**src/rtl/bist_pkg.sv**
```systemverilog
// Shared types and constants for the BIST pattern engine and its compaction blocks.
package bist_pkg;

  localparam int IN_W   = 12;
  localparam int OUT_W  = 4;
  localparam int MISR_W = 16;

  // Feedback tap masks: LFSR x^12+x^6+x^4+x+1, MISR taps at bits 15, 11 and 4.
  localparam logic [IN_W-1:0]   LFSR_TAPS = 12'h829;
  localparam logic [MISR_W-1:0] MISR_TAPS = 16'h8810;

  typedef enum logic [1:0] {
    IDLE = 2'd0,
    RUN  = 2'd1,
    DONE = 2'd2
  } state_e;

endpackage

```
**src/rtl/bist_misr.sv**
```systemverilog
// Multiple-input signature register: shift with tap feedback, then XOR the response into the low bits.
module bist_misr #(
  parameter int              W    = 16,
  parameter int              D_W  = 4,
  parameter logic [W-1:0]    TAPS = 16'h8810
) (
  input  logic           clk,
  input  logic           rst,
  input  logic           clear,
  input  logic           en,
  input  logic [D_W-1:0] d_in,
  output logic [W-1:0]   sig
);

  logic [W-1:0] sig_next;

  assign sig_next = {sig[W-2:0], ^(sig & TAPS)} ^ {{(W-D_W){1'b0}}, d_in};

  always_ff @(posedge clk or posedge rst) begin
    if (rst) begin
      sig <= '0;
    end else if (clear) begin
      sig <= '0;
    end else if (en) begin
      sig <= sig_next;
    end
  end

endmodule

```
**src/rtl/bist_pattern_engine.sv**
```systemverilog
// BIST driver: applies counter or LFSR vectors to a combinational datapath and compacts its responses.
module bist_pattern_engine
  import bist_pkg::*;
#(
  parameter logic [IN_W-1:0] LFSR_SEED = 12'h001
) (
  input  logic              clk,
  input  logic              rst,
  input  logic              start,
  input  logic              mode,
  input  logic [12:0]       num_pat,
  input  logic [MISR_W-1:0] golden_sig,
  input  logic [OUT_W-1:0]  resp_in,
  output logic [IN_W-1:0]   pat_out,
  output logic              pat_valid,
  output logic              busy,
  output logic              done,
  output logic [MISR_W-1:0] sig_out,
  output logic              pass
);

  localparam logic [IN_W-1:0] SEED_EFF = (LFSR_SEED == '0) ? IN_W'(1) : LFSR_SEED;

  state_e           state_q, state_d;
  logic             mode_q;
  logic [12:0]      remaining_q;
  logic [IN_W-1:0]  pat_q;
  logic [IN_W-1:0]  pat_next;
  logic             accept;
  logic             last_vec;

  assign accept   = start && (state_q != RUN);
  assign last_vec = (remaining_q == 13'd1);

  always_ff @(posedge clk or posedge rst) begin
    if (rst) begin
      state_q <= IDLE;
    end else begin
      state_q <= state_d;
    end
  end

  always_comb begin
    state_d = state_q;
    case (state_q)
      IDLE, DONE: begin
        if (start) begin
          state_d = (num_pat == 13'd0) ? DONE : RUN;
        end
      end
      RUN: begin
        if (last_vec) begin
          state_d = DONE;
        end
      end
      default: state_d = IDLE;
    endcase
  end

  always_comb begin
    pat_next = pat_q + IN_W'(1);
    if (mode_q) begin
      pat_next = {pat_q[IN_W-2:0], ^(pat_q & LFSR_TAPS)};
    end
  end

  // The final vector is not advanced past, so pat_out keeps the last applied vector after the run.
  always_ff @(posedge clk or posedge rst) begin
    if (rst) begin
      mode_q      <= 1'b0;
      remaining_q <= '0;
      pat_q       <= '0;
    end else if (accept) begin
      mode_q      <= mode;
      remaining_q <= num_pat;
      if (num_pat != 13'd0) begin
        pat_q <= mode ? SEED_EFF : '0;
      end
    end else if (state_q == RUN) begin
      remaining_q <= remaining_q - 13'd1;
      if (!last_vec) begin
        pat_q <= pat_next;
      end
    end
  end

  bist_misr #(
    .W    (MISR_W),
    .D_W  (OUT_W),
    .TAPS (MISR_TAPS)
  ) u_misr (
    .clk   (clk),
    .rst   (rst),
    .clear (accept),
    .en    (state_q == RUN),
    .d_in  (resp_in),
    .sig   (sig_out)
  );

  assign pat_out   = pat_q;
  assign pat_valid = (state_q == RUN);
  assign busy      = (state_q == RUN);
  assign done      = (state_q == DONE);
  assign pass      = done && (sig_out == golden_sig);

endmodule

```
**config.mk**
```make
export PLATFORM = sky130hd
export DESIGN_NAME = bist_pattern_engine
export DESIGN_NICKNAME = d
export VERILOG_FILES = /design/src/rtl/bist_pkg.sv /design/src/rtl/bist_misr.sv /design/src/rtl/bist_pattern_engine.sv
export SDC_FILE = /design/constraint.sdc
export NUM_CORES = 1
export LEC_CHECK = 0
export CAP_MARGIN = 20
export CORE_ASPECT_RATIO = 1.75
export CORE_UTILIZATION = 40
export CTS_CLUSTER_DIAMETER = 40
export DETAILED_ROUTE_END_ITERATION = 7
export HOLD_SLACK_MARGIN = 0.02
export PLACE_DENSITY = 0.7
export SYNTH_ARGS = -nofsm -noshare
export SYNTH_HDL_FRONTEND = slang
export SYNTH_SLANG_ARGS = --single-unit
```
**constraint.sdc**
```tcl
create_clock -name clk -period 1.7 [get_ports clk]
set_input_delay 0.34 -clock clk [delete_from_list [all_inputs] [get_ports clk]]
set_output_delay 0.34 -clock clk [all_outputs]
set_load 0.005 [all_outputs]
```
==> results of run 1 <==
## cells by family (layout without fill, tap and decap cells)
family,after synthesis,in the layout
AND/OR/NAND/NOR,131,131
AO/OA/AOI/OAI,76,76
flip-flops,44,44
XOR/XNOR,24,24
buffers and inverters,24,155
adder cells (fa/ha/maj),3,3
multiplexers,1,1
## flip-flops by register name, indices dropped and copies added (netlist names)
register,count
mode_q,1
remaining_q,13
u_misr.sig,16
state_q,2
pat_out,12
## worst min-delay path, delay by kind of cell
family	cells	cell delay (ns)
buf+inv	3	0.71
## cell type report
cell class	count	area (um2)	area share
multi-input cells	235	1573	0.3731
repair buffers	139	1280	0.3037
flip-flops and latches	44	1106	0.2624
well taps	80	100.1	0.02375
clock buffers	7	96.34	0.02286
clock inverters	1	30.03	0.007124
inverters	8	30.03	0.007124
## worst paths after layout
| check | from | to | slack, ns |
|---|---|---|---|
| min reg2reg | state_q[1] | state_q[1] | 0.49 |
| max in group asynchronous | rst | pat_out[0] | 1.09 |
| max reg2reg | remaining_q[0] | pat_out[8] | 0.05 |
| min | rst | pat_out[4] | 0.38 |
| max | u_misr.sig[1] | pass | -0.19 |
| min in group clk | state_q[1] | state_q[1] | 0.49 |
## repair_timing
action                                  4_1_cts  5_1_grt
endpoints found under the setup margin       19       30
gates resized for setup                      24       48
buffers inserted                              3        5
pin swaps                                     9       13
## routing by layer
| metal | global-route usage | wire length (um) | vias up | part of all wire |
|---|---|---|---|---|
| met5 | 0 | 0 | - | 0 |
| met4 | 0.06169 | 95 | 0 | 0.012 |
| met3 | 0.02593 | 369 | 9 | 0.047 |
| met2 | 0.4354 | 4372 | 94 | 0.56 |
| met1 | 0.2635 | 2990 | 1332 | 0.38 |
| li1 | - | - | 1333 | - |
## report_power, final
part	switching (mW)	total [mW]	internal (mW)	leakage, nW
logic	1.57	3.35	1.78	1.40
clock network	0.371	0.890	0.519	0.0645
registers	0.413	1.79	1.38	0.568
## cells in the final DEF, fill, tap and decap left out, drive strengths merged, types with 4 or more instances in the layout
cell type and instances:
nand4 5, nor3 8, nor4 8, a311oi 4, o21ai 30, dfrtp 44, nand3 19, nor2 26
dlymetal6s2s 12, nand2 50, clkdlybuf4s50 44, clkbuf 7, a21o 4, xnor2 23, inv 7, dlygate4sd2 11
buf 72, a21oi 16
==> metrics.txt, run 1 <==
Setup crit start kind=flop; max cap viols=0; fraction of registers with async set/reset=1.000; top post-synthesis cells by area=dfrtp_1, xnor2_1, nand2_1; syn_area_per_cell=roughly 8.7 um2; Final Max Tran Viols=0; CTS Buf Count=5; min setup slack post-route=-0.1877 ns; drt drc=0; Final Util=0.6717; Clock Latency Late Sink=around 0.30 ns; Post-Synth Simple-Gate Area=0.2403; Starting DRT DRC Count=222; Hold Path Class=in2async; first-pass GRT wire length=roughly 13 mm; Worst Tran Pin Value=approximately 0.52 ns; DIE AREA=approximately 0.007 mm2; xor/xnor cell area share of the yosys netlist=0.08500; HPWL after DPL=roughly 5.6 mm; status=finished, violations left; EDFF count, synth=0; Buffers on Ports=68; Yosys reg bits=44; Synth top area share=0.4179; Largest stage delay, worst path=about 0.41 ns; Detailed Route WL=~8 mm; Main synth FF type=dfrtp_1; CORE AREA=approximately 0.0063 mm2; setup TNS=-0.1877 ns; post-synthesis compound-gate area fraction=0.1961; Max Fclk=approximately 530 MHz; root buffer cell=clkbuf_8; Inst Count DP=between 400 and 500; post-synth top area cell=dfrtp_1; Non-Filler Instances=roughly 500; pwr/cell area=between 1000 and 1500 mW/mm2; critical path capture point type=output pin; placement-stage cell area=between 0.003 and 0.004 mm2; Die X=approximately 63 um; Ant. Diodes=0; Final setup viols=1; setup repair after global routing missed its margin=true; TritonCTS clock tree=built; WP buf/inv=1; Synth Net Count=around 340; Slew Limit Headroom=0.6521; sequential share of the synthesized area=0.4179; CP Cell Sequence=xnor2_2 -> nand4_1 -> nor4_2 -> and3_1 -> buf_2; crit path DAT=~1.6 ns; post-route cell area=~0.0042 mm2; row count=38; Crit path required time=about 1.4 ns; Stages on worst setup path=5; pre-CTS setup slack=-0.7044 ns; ANT nets after route=0; drt wl/cell=approximately 15 um; most common cell in the netlist=nand2_1; Leakage=just over 2 nW; Max IR drop VDD=approximately 0.73 mV; Final #Nets=473; Syn Inst Count=between 300 and 400; synth unique cells=56; CP delay by family, top=simple AND/OR/NAND/NOR gates; first-pass detailed-route iteration total=5; Post-synth top cells=nand2_1, dfrtp_1, o21ai_0, nor2_1, xnor2_1; Final Total Pwr=6.032 mW; # fillers=~550; Crit-path slowest cell=dfrtp_1; GRT Util Overall=0.2281; Tmin final=approximately 1.9 ns; largest family of logic cells by synthesized area=simple AND/OR/NAND/NOR gates; Final period util=1.110; failing checks=setup timing; Syn-to-layout area delta=59.97%; Placer Congestion=0.8545; grt ovf=0; area of the mapped netlist=about 0.0026 mm2; vias in the first global route=around 2700; critical-path maximum fanout=2; proportion of synthesized area in mux cells=0.003799; vias post-DR=between 2000 and 3000; clock sink count=44; vias per cell=around 5.4; synth warn=0; final hold vios=0; # IOs=69; Worst Skew=roughly 0.011 ns; Starting Density=0.4199; largest net degree at the start of global routing=45; CP Class=reg2out; htree depth=2; Worst Hold Slack=0.3803 ns; initial antenna violation count=0; clock slew at reported path FFs=approximately 0.080 ns; Hold Buf Count CTS=0; layout cells sized above 1=0.2673; Die Y=approximately 110 um; worst reg2reg path depth=7; Clock Tree Buf Depth=2; Synth Area in Adders=0.01425
No activity file was read; power rests on OpenSTA's default activity.
==> inputs of run 2 (changes only) <==
--- a/config.mk
+++ b/config.mk
@@ -12,6 +12,7 @@
 export DETAILED_ROUTE_END_ITERATION = 7
 export HOLD_SLACK_MARGIN = 0.02
 export PLACE_DENSITY = 0.7
+export RECOVER_POWER = 50
 export SYNTH_ARGS = -nofsm -noshare
 export SYNTH_HDL_FRONTEND = slang
 export SYNTH_SLANG_ARGS = --single-unit
==> run 2 against run 1 <==
  * The flow still finishes with violations (setup timing)
  * Final cell count unchanged
  * Sequential cell count unchanged
  * Non-clock buffer count unchanged
  * Global-route usage unchanged
  * Core utilization decreased by 0.42 points
  * Hold slack improved by 0.099 ns
  * Design area decreased by 0.62%
  * First-iteration DRC count increased by 4.5%
  * Total power decreased by 0.72%
  * Sequential power about the same
==> metrics.txt, run 2 (synthesis gave the netlist of run 1 again) <==
status=finished, violations left; failing checks=setup timing; Setup crit start kind=flop; commonest non-fill, non-tap cell in the layout=buf_4; Psw=2.344 mW (-0.50%); Tmin final=1.891 ns (+0.003692 ns); row count=38 (unchanged); Max IR drop VDD=0.7341 mV (about the same); Final period util=1.113 (+0.002172); area of the multi-input gates=0.001568 mm2 (-0.32%); # IOs=69 (unchanged); vias in the first global route=2693 (unchanged); Buffers on Ports=68 (unchanged); layout cells sized above 1=0.2650 (-0.002304); HPWL after DPL=5.583 mm (unchanged); GRT Util Overall=0.2281 (unchanged); ANT nets after route=0 (unchanged); Starting Density=0.4199 (unchanged); Worst Skew=0.009741 ns (-0.001309 ns); Ant. Diodes=0 (unchanged); initial antenna violation count=0 (unchanged); Clock Latency Late Sink=0.30 ns (about the same); Syn-to-layout area delta=58.97%; htree depth=2 (unchanged); sequential share of power=0.298 (about the same); Largest stage delay, worst path=0.41 ns (about the same); Slew Limit Headroom=0.2558 (-0.3963); Starting DRT DRC Count=232 (+4.5%); min setup slack post-route=-0.1914 ns (-0.003692 ns); CP Cell Sequence=xnor2_2 -> nand4_1 -> nor4_2 -> and3_1 -> buf_2; switch share=0.3914 (+0.0008407); Final Total Pwr=5.989 mW (-0.72%); critical-path maximum fanout=2 (unchanged); Worst Tran Pin Value=1.116 ns (+0.5944 ns); Final Max Tran Viols=0 (unchanged); grt ovf=0 (unchanged); TritonCTS clock tree=built; Max Fclk=528.7 MHz (-0.20%); pwr/cell area=1430 mW/mm2 (about the same); Clock Tree Buf Depth=2 (unchanged); Logic pwr share=0.554 (-0.002); pre-CTS setup slack=-0.7044 ns (unchanged); Reg with most FFs=u_misr.sig; first-pass GRT wire length=12.52 mm (unchanged); Hold Path Class=reg2reg; first-pass detailed-route iteration total=4 (-1); max reg flops=16 (unchanged); Leakage=2.021 nW (-0.65%); Seq. cell area=0.001106 mm2 (unchanged); CORE AREA=0.006276 mm2 (unchanged); Worst Hold Slack=0.4794 ns (+0.09909 ns); final hold vios=0 (unchanged); CP delay by family, top=simple AND/OR/NAND/NOR gates; WP buf/inv=1 (unchanged); CP Class=reg2out; Pint=3.645 mW (-0.85%); critical path capture point type=output pin; Placer Congestion=0.8545 (unchanged); crit path DAT=1.55 ns (about the same); Crit path required time=1.36 ns (about the same); most frequent cells in the layout=buf_4, nand2_1, clkdlybuf4s50_1; clock sink count=44 (unchanged); CTS Buf Count=5 (unchanged); root buffer cell=clkbuf_8; vias post-DR=2779 (+0.40%); drt wl/cell=15.26 um (+0.24%); Die Y=109.4 um (unchanged); Hold Buf Count CTS=0 (unchanged); Detailed Route WL=7.846 mm (+0.24%); clock slew at reported path FFs=0.08 ns (about the same); max cap viols=0 (unchanged); Final #Nets=473 (unchanged); Crit-path slowest cell=dfrtp_1; Final setup viols=1 (unchanged); drt drc=0 (unchanged); DIE AREA=0.006929 mm2 (unchanged); vias per cell=5.407 (+0.40%); Die X=63.36 um (unchanged); # fillers=550 (+0.73%); setup repair after global routing missed its margin=true; largest net degree at the start of global routing=45 (unchanged); clock share of power=0.148 (about the same)
run 2: cell types whose count changed in the layout (fill, tap and decap cells not counted), sizes merged:
cell    delta
buf        -3
clkbuf     +3
run 2: worst reg2reg max path, delay by kind of cell (launching register included):
kind | cells | cell delay (ns)
AO/OA/AOI/OAI | 2 | 0.42
buffers and inverters | 3 | 0.50
flip-flops | 1 | 0.39
AND/OR/NAND/NOR | 2 | 0.27
run 2: power by group through the flow:
stage	Sequential (mW)	Combinational, mW	Clock, mW
floorplan	1.73	1.59	0
global placement	1.73	2.96	0
detailed placement	1.75	3.01	0
CTS	1.74	3.10	0.900
global route	1.84	3.61	0.950
finish	1.79	3.32	0.884
run 2: routing by layer:
layer	wire length, um	track usage	vias to the layer above
li1	-	-	1336
met1	3045	0.2635	1335
met2	4369	0.4354	95
met3	321	0.02593	13
met4	110	0.06169	0
met5	0	0	-
run 2: through the flow:
stage	cells	instance area [um2]	TNS, ns	utilization
5_1_grt	514	4189	-1.258	0.6675
3_5_place_dp	498	3831	-5.004	0.6104
6_report	514	4189	-0.1914	0.6675
4_1_cts	509	3999	-0.1994	0.6372
3_3_place_gp	498	3831	-4.665	0.6104
2_1_floorplan	303	2635	0	-
run 2: layout make-up:
type                    count  area share
clock inverters             1    0.007168
clock buffers               7     0.02300
inverters                   8    0.007168
flip-flops and latches     44      0.2640
well taps                  80     0.02389
multi-input cells         235      0.3743
repair buffers            139      0.3005
run 2: repair_timing:
action	in CTS	in global routing
resized for setup	24	48
setup buffers	3	5
pin swaps	9	13
endpoints found under the setup margin	19	30
run 2: path summary, 6_finish.rpt:
check	from	end	slack [ns]	cells past startpoint
max	u_misr.sig[1]	pass	-0.19	5
max reg2reg	state_q[0]	remaining_q[3]	0.01	7
min in group asynchronous	rst	pat_out[3]	0.70	3
min	state_q[1]	state_q[1]	0.48	1
min reg2reg	state_q[1]	state_q[1]	0.48	1
max in group asynchronous	rst	remaining_q[5]	0.24	3
==> inputs of run 3 (changes only) <==
==> constraint.sdc (replaced) <==
create_clock -name clk -period 1.6 [get_ports clk]
set_input_delay 0.32 -clock clk [delete_from_list [all_inputs] [get_ports clk]]
set_output_delay 0.32 -clock clk [all_outputs]
set_load 0.005 [all_outputs]
==> run 3 against run 2 <==
  * The run still ends with setup timing left
  * Hold slack lost 0.094 ns
  * Final cell count increased by 4.3%
  * Design area up 3.9%
  * Worst setup slack lost 0.055 ns
  * Sequential power up 6%
  * Combinational power grew 18%
  * Die area unchanged
  * Critical endpoint unchanged
  * Highest routed layer unchanged
==> metrics.txt, run 3 (synthesis gave the netlist of run 1 again) <==
grt ovf=0 (unchanged); Die X=63.36 um (unchanged); Clock Latency Late Sink=0.31 ns (about the same); max cap viols=0 (unchanged); first-pass detailed-route iteration total=4 (unchanged); drt drc=0 (unchanged); final hold vios=0 (unchanged); critical-path maximum fanout=2 (unchanged); Final period util=1.154; CORE AREA=0.006276 mm2 (unchanged); clock slew at reported path FFs=0.10 ns (+0.02 ns); largest net degree at the start of global routing=21 (-53%); crit path DAT=1.53 ns (-0.02 ns); commonest non-fill, non-tap cell in the layout=buf_4; most frequent cells in the layout=buf_4, nand2_1, dfrtp_1; vias post-DR=2833 (+1.9%); Leakage=2.099 nW (+3.8%); max reg flops=16 (unchanged); ANT nets after route=0 (unchanged); setup repair after global routing missed its margin=true; Reg with most FFs=u_misr.sig; Max IR drop VDD=0.9965 mV (+36%); Final setup viols=15 (+14); htree depth=2 (unchanged); Tmin final=around 1.8 ns; Final Max Tran Viols=0 (unchanged); Die Y=109.4 um (unchanged); Final Util=0.6932 (+0.02572); critical path capture point type=output pin; pre-CTS setup slack=-0.7622 ns (-0.05785 ns); Buffers on Ports=68 (unchanged); HPWL after DPL=5.643 mm (+1.1%); vias in the first global route=2841 (+5.5%); pwr/cell area=1509 mW/mm2 (+5.5%); clock sink count=44 (unchanged); TritonCTS clock tree=built; Starting DRT DRC Count=179 (-23%); root buffer cell=clkbuf_8; Slew Limit Headroom=0.6495 (+0.3937); vias per cell=5.285 (-2.2%); row count=38 (unchanged); GRT Util Overall=0.2375 (+0.009401); first-pass GRT wire length=12.83 mm (+2.4%); Syn-to-layout area delta=65.10%; Worst Skew=0.01353 ns (+0.003791 ns); failing checks=setup timing; Crit path required time=1.28 ns (-0.08 ns); layout cells sized above 1=0.3443 (+0.07932); Ant. Diodes=0 (unchanged); status=finished, violations left; Final #Nets=495 (+4.7%); Detailed Route WL=8.151 mm (+3.9%); Max Fclk=541.5 MHz; Setup crit start kind=flop; CTS Buf Count=5 (unchanged); min setup slack post-route=-0.2466 ns (-0.05517 ns); Hold Buf Count CTS=0 (unchanged); # IOs=69 (unchanged); Starting Density=0.4199 (unchanged); DIE AREA=0.006929 mm2 (unchanged); CP Class=reg2out; initial antenna violation count=0 (unchanged); Final Total Pwr=6.563 mW (+9.6%); Hold Path Class=in2async; drt wl/cell=15.21 um (-0.38%); Worst Tran Pin Value=0.5258 ns (-0.5905 ns); Placer Congestion=0.8911 (+4.3%); Clock Tree Buf Depth=2 (unchanged)
[run 3: critical path, stage by stage, from the launching register on]
cell	delay, ns
dfrtp_1	0.42
xnor2_1	0.18
nand4_1	0.10
nor4_1	0.24
and3_1	0.18
buf_2	0.10
[run 3: per-stage QoR]
stage | area [um2] | hold WS (ns) | std cells | setup TNS, ns
2_1_floorplan | 2651 | 0.4210 | 303 | 0
3_3_place_gp | 3876 | 0.4976 | 502 | -7.109
3_5_place_dp | 3876 | 0.5217 | 502 | -7.578
4_1_cts | 4175 | 0.2691 | 524 | -0.4472
5_1_grt | 4350 | 0.4157 | 536 | -2.313
6_report | 4350 | 0.3850 | 536 | -0.9725
[run 3: cell type report]
type / instances / area [um2]
clock buffers: 7 / 86.33
clock inverters: 1 / 7.507
fillers: 531 / 1926
inverters: 8 / 32.53
multi-input cells: 235 / 1615
flip-flops and latches: 44 / 1110
well taps: 80 / 100.1
repair buffers: 161 / 1399
[run 3: path summary, 6_finish.rpt]
check / to / slack, ns / depth (start not counted) / start
setup / recovery: pass / -0.25 / 5 / u_misr.sig[11]
hold / removal: pat_out[4] / 0.39 / 2 / rst
setup reg to reg: pat_out[5] / -0.08 / 7 / remaining_q[7]
hold reg to reg: state_q[0] / 0.54 / 1 / state_q[0]
max in group asynchronous: remaining_q[2] / 0.39 / 3 / rst
min in group clk: remaining_q[9] / 0.42 / 3 / num_pat[9]
[run 3: repair_timing]
| action | CTS | global route |
|---|---|---|
| endpoints found under the setup margin | 50 | 34 |
| setup buffers | 15 | 12 |
| hold endpoints to repair | 0 | 0 |
| pin swaps | 22 | 23 |
| resized for setup | 84 | 36 |
[run 3: report_power, final]
group / internal, mW / leakage, nW / switching [mW]
logic: 2.05 / 1.49 / 1.86
clock network: 0.352 / 0.0445 / 0.407
registers: 1.47 / 0.563 / 0.427
total: 3.87 / 2.10 / 2.69
[run 3: routing by layer]
layer  share of wire  vias to the layer above  global-route usage  routed length [um]
met5               0                        -                   0                   0
met4           0.022                        0             0.08929                 178
met3           0.035                       16             0.03527                 289
met2            0.57                       81              0.4673                4616
met1            0.38                     1365              0.2468                3067
li1                -                     1371                   -                   -
